## config.mk

```make
export PLATFORM = sky130hd
export DESIGN_NAME = key_event_decoder
export DESIGN_NICKNAME = d
export VERILOG_FILES = /design/src/rtl/key_pkg.sv /design/src/rtl/key_event_decoder.sv
export SDC_FILE = /design/constraint.sdc
export NUM_CORES = 1
export LEC_CHECK = 0
export CAP_MARGIN = 20
export CORE_ASPECT_RATIO = 0.75
export CORE_UTILIZATION = 50
export DETAILED_ROUTE_END_ITERATION = 10
export MAX_ROUTING_LAYER = met4
export PLACE_DENSITY = 0.68
export SLEW_MARGIN = 10
export SYNTH_ARGS = -nofsm -noshare
export SYNTH_HDL_FRONTEND = slang
export SYNTH_SLANG_ARGS = --single-unit
```

## constraint.sdc

```tcl
create_clock -name clk -period 3.2 [get_ports clk]
set_input_delay 0.48 -clock clk [delete_from_list [all_inputs] [get_ports clk]]
set_output_delay 0.48 -clock clk [all_outputs]
set_load 0.1 [all_outputs]
```

## src/rtl/key_pkg.sv

```systemverilog
// Shared definitions for the key input path: FSM state encoding and the
// 25 MHz default timing constants also used by the per-key debouncer.
package key_pkg;

    typedef enum logic [1:0] {
        KEY_IDLE    = 2'd0,
        KEY_PRESSED = 2'd1,
        KEY_LONG    = 2'd2
    } key_state_e;

    localparam int unsigned KEY_CNT_W = 25;

    // 1 s hold and 200 ms repeat period at the nominal 25 MHz clock
    localparam logic [KEY_CNT_W-1:0] KEY_LONG_CNT_25M   = 25'd25000000;
    localparam logic [KEY_CNT_W-1:0] KEY_REPEAT_CNT_25M = 25'd5000000;

endpackage

```

## src/rtl/key_event_decoder.sv

```systemverilog
// Turns one debounced active-low key level into single-cycle press, short,
// long, repeat and release pulses plus a held level for the control FSM.
module key_event_decoder
    import key_pkg::*;
#(
    parameter int unsigned          CNT_W      = KEY_CNT_W,
    parameter logic [CNT_W-1:0]     LONG_CNT   = CNT_W'(KEY_LONG_CNT_25M),
    parameter logic [CNT_W-1:0]     REPEAT_CNT = CNT_W'(KEY_REPEAT_CNT_25M),
    parameter logic                 REPEAT_EN  = 1'b1
) (
    input  logic clk,
    input  logic rst_n,
    input  logic key_n,
    output logic press_pulse,
    output logic short_pulse,
    output logic long_pulse,
    output logic repeat_pulse,
    output logic release_pulse,
    output logic key_held
);

    localparam logic [CNT_W-1:0] LONG_LAST_C   = LONG_CNT - CNT_W'(1);
    localparam logic [CNT_W-1:0] REPEAT_LAST_C = REPEAT_CNT - CNT_W'(1);

    key_state_e       state_r;
    logic [CNT_W-1:0] cnt_r;
    logic             key_q_r;

    // Edge detect, hold/repeat FSM and registered event outputs
    always_ff @(posedge clk or negedge rst_n) begin
        if (!rst_n) begin
            state_r       <= KEY_IDLE;
            cnt_r         <= '0;
            key_q_r       <= 1'b1;
            press_pulse   <= 1'b0;
            short_pulse   <= 1'b0;
            long_pulse    <= 1'b0;
            repeat_pulse  <= 1'b0;
            release_pulse <= 1'b0;
            key_held      <= 1'b0;
        end else begin
            key_q_r       <= key_n;
            press_pulse   <= 1'b0;
            short_pulse   <= 1'b0;
            long_pulse    <= 1'b0;
            repeat_pulse  <= 1'b0;
            release_pulse <= 1'b0;

            case (state_r)
                KEY_IDLE: begin
                    if (key_q_r && !key_n) begin
                        press_pulse <= 1'b1;
                        state_r     <= KEY_PRESSED;
                        cnt_r       <= '0;
                        key_held    <= 1'b1;
                    end else begin
                        key_held    <= 1'b0;
                    end
                end
                // Release is checked first so it wins over the long threshold
                KEY_PRESSED: begin
                    if (key_n) begin
                        release_pulse <= 1'b1;
                        short_pulse   <= 1'b1;
                        state_r       <= KEY_IDLE;
                        cnt_r         <= '0;
                        key_held      <= 1'b0;
                    end else if (cnt_r == LONG_LAST_C) begin
                        long_pulse    <= 1'b1;
                        state_r       <= KEY_LONG;
                        cnt_r         <= '0;
                        key_held      <= 1'b1;
                    end else begin
                        cnt_r         <= cnt_r + CNT_W'(1);
                        key_held      <= 1'b1;
                    end
                end
                KEY_LONG: begin
                    if (key_n) begin
                        release_pulse <= 1'b1;
                        state_r       <= KEY_IDLE;
                        cnt_r         <= '0;
                        key_held      <= 1'b0;
                    end else if (cnt_r == REPEAT_LAST_C) begin
                        repeat_pulse  <= REPEAT_EN;
                        cnt_r         <= '0;
                        key_held      <= 1'b1;
                    end else begin
                        cnt_r         <= cnt_r + CNT_W'(1);
                        key_held      <= 1'b1;
                    end
                end
                default: begin
                    state_r  <= KEY_IDLE;
                    cnt_r    <= '0;
                    key_held <= 1'b0;
                end
            endcase
        end
    end

endmodule
```

==> summary.md <==
| Metric | Value |
|---|---|
| Total GRT Usage | `22.9%` |
| CP Class | `reg2reg` |
| Layout Nets | `211` |
| Die area | `3920 µm²` |
| Die Span X | `72.0 µm` |
| Crit path max fanout | `7` |
| Rows | `18` |
| Initial core utilization | `54.0%` |
| Unrepaired setup endpoints after global routing | `false` |
| Worst Tran Pin Value | `0.971 ns` |
| CTS Root Cell | `clkbuf_8` |
| Reg area | `852 µm²` |
| Seq/Total Area, Yosys | `46.4%` |
| Vias in the first global route | `1,366` |
| Reg2reg end | `cnt_r[8]$_DFFE_PN0P_` |
| FF-to-FF Start | `cnt_r[0]$_DFFE_PN0P_` |
| Synth warn | `0` |
| Number of synthesized register bits | `34` |
| Most frequent cells in the layout | `33 x dfrtp_1, 27 x nor2_1, 18 x nand2_1` |
| Grt ovf | `0` |
| Global placement routability congestion | `0.822` |
| Minimum clock period | `2.23 ns` |
| Slew Viols, Final | `0` |
| Synth Instances | `188` |
| Post-Route WL | `3780 µm` |
| LEAKAGE | `0.895 nW` |
| Max-cap violations | `0` |
| Worst ir drop on vdd | `0.409 mV` |
| Startpoint Class | `flip-flop` |
| Fraction of layout cells with a size suffix above 1 | `10.3%` |
| Top Ports | `9` |
| CP Capture Type | `flip-flop` |
| Ant. Diodes | `0` |
| Largest net degree at the start of global routing | `35` |
| Vias | `1,411` |
| Syn nets | `196` |
| Setup ws final | `0.971 ns` |
| CTS H-tree lvls | `2` |
| Reg2Reg Depth | `7` |
| DRC | `0` |
| Initial antenna violation count | `0` |
| Clk pin slew, worst setup/hold paths | `0.07 ns` |
| Setup crit start | `cnt_r[0]$_DFFE_PN0P_` |
| CTS max path bufs | `2` |
| CTS tree | `done` |
| Routed Antenna Nets | `0` |
| Final Hold Slack | `0.557 ns` |
| Crit path required time | `3.36 ns` |
| Commonest non-fill, non-tap cell in the layout | `dfrtp_1` |
| DR iter-0 viols | `110` |
| Fin Setup TNS | `0 ns` |
| Area grow syn2layout | `12.3%` |
| Syn_area_per_cell | `9.77 µm²` |
| Vias per std cell | `5.56` |
| Reg2reg setup slack | `0.97 ns` |
| Postcts setup bufs | `0` |
| Max-slew headroom | `35.1%` |
| HPWL Detailed | `2790 µm` |
| WL/cell | `14.9 µm` |
| Worst Path Arrival | `2.39 ns` |
| Setup crit end | `cnt_r[8]$_DFFE_PN0P_` |
| Skew-Pair Late Insertion Delay | `0.29 ns` |
| Area of the mapped netlist | `1840 µm²` |
| Final Hold Fails | `0` |
| PD cells | `521 nW/µm²` |
| Pre-CTS setup slack | `0.747 ns` |
| Hold WC Path Type | `reg2reg` |
| Multi-input logic area | `943 µm²` |
| Layout fillers | `290` |
| Final Skew | `0.00814 ns` |
| Outcome | `finished, final reports clean` |
| Max Clock Freq | `449 MHz` |
| Synth unique cells | `42` |
| Count of final setup violators | `0` |
| Resize count post-CTS | `0` |
| Clock sinks | `34` |
| Post-route clock period utilization | `69.7%` |
| First-pass GRT wire length | `6350 µm` |
| Number of buffers created by CTS | `5` |
| Total iterations of the first detailed-routing run | `4` |
| IO buf count | `8` |
| Core footprint | `3400 µm²` |
| Post-CTS Hold Buffers | `0` |
| Die H | `54.5 µm` |
kinds of logic (layout without fill, tap and decap cells):
group	count (synthesis)	count (layout)	synth area share [%]
flops	34	34	46.4
buf+inv	10	26	2.25
compound gates	24	24	9.47
xor+xnor	13	13	6.20
fa+ha+maj	5	5	3.41
simple gates	100	100	31.2
mux	2	2	1.09
worst min-delay path by stage:
| stage | start | end | slack, ns | cells past startpoint |
|---|---|---|---|---|
| detailed placement | cnt_r[19]$_DFFE_PN0P_ | cnt_r[19]$_DFFE_PN0P_ | 0.54 | 2 |
| global placement | cnt_r[19]$_DFFE_PN0P_ | cnt_r[19]$_DFFE_PN0P_ | 0.53 | 2 |
| CTS | cnt_r[19]$_DFFE_PN0P_ | cnt_r[19]$_DFFE_PN0P_ | 0.56 | 2 |
| floorplan | rst_n | cnt_r[0]$_DFFE_PN0P_ | 0.18 | 0 |
| global route | cnt_r[19]$_DFFE_PN0P_ | cnt_r[19]$_DFFE_PN0P_ | 0.57 | 2 |
| finish | cnt_r[19]$_DFFE_PN0P_ | cnt_r[19]$_DFFE_PN0P_ | 0.56 | 2 |
stage by stage:
stage	std cells	util, %	area, µm²	power [mW]
5_1_grt	254	60.7	2060	1.13
3_5_place_dp	246	58.3	1980	0.780
2_1_floorplan	188	-	1840	0.704
6_report	254	60.7	2060	1.08
3_3_place_gp	246	58.3	1980	0.775
4_1_cts	254	60.7	2060	1.08
routing by layer:
metal  routed length, µm  track usage, %  vias to the layer above
li1                    -               -                      695
met1                1870            30.8                      674
met2                1670            33.5                       34
met3                 181            4.60                        8
met4                  66            10.8                        0
met5                   0               -                        -
state kept, by name (all words and copies together) (netlist names):
name,count
press_pulse,1
state_r,2
cnt_r,25
release_pulse,1
key_held,1
short_pulse,1
key_q_r,1
long_pulse,1
repeat_pulse,1
cells in the mapped netlist (all sizes together):
master | n | area share, %
a21o | 1 | 0.41
and4b | 1 | 0.75
inv | 8 | 1.6
clkbuf | 1 | 0.20
nand4 | 8 | 3.5
nand3 | 13 | 3.5
nand2 | 18 | 3.7
o21ai | 8 | 2.2
xor2 | 10 | 4.8
and2 | 2 | 0.68
nor3 | 7 | 1.9
or2 | 1 | 0.34
a32o | 1 | 0.61
a22o | 4 | 1.9
dfstp | 1 | 1.4
mux2i | 2 | 1.1
o2bb2ai | 1 | 0.48
buf | 1 | 0.41
nor3b | 2 | 1.1
nor4b | 2 | 2.1
nor4 | 1 | 1.2
ha | 5 | 3.4
and4 | 2 | 1.0
o311ai | 3 | 1.4
nand2b | 3 | 1.0
o32ai | 1 | 0.48
and2b | 1 | 0.41
a21oi | 4 | 1.1
and3 | 6 | 2.1
a32oi | 1 | 0.89
dfrtp | 33 | 45
nor2b | 4 | 1.4
xnor2 | 3 | 1.4
nor2 | 29 | 6.5
where the power goes:
part | switching, mW | internal [mW]
registers | 0.0125 | 0.452
logic | 0.228 | 0.0774
clock network | 0.151 | 0.154
area by class of cell:
class                           count  share of cell area, %
Clock buffer                        8                   3.88
Sequential cell                    34                   41.3
Multi-Input combinational cell    144                   45.7
Timing Repair Buffer               10                   4.61
Tap cell                           50                   3.03
Inverter                            8                   1.46
critical path, stage by stage, from the launching register on:
cell	delay, ns
dfrtp_1	0.44
ha_1	0.26
and4_1	0.24
and4b_4	0.23
nand4_4	0.08
a32o_2	0.33
nand2_1	0.17
o311ai_0	0.35
Note: power is estimated with default switching activity, not from simulation.
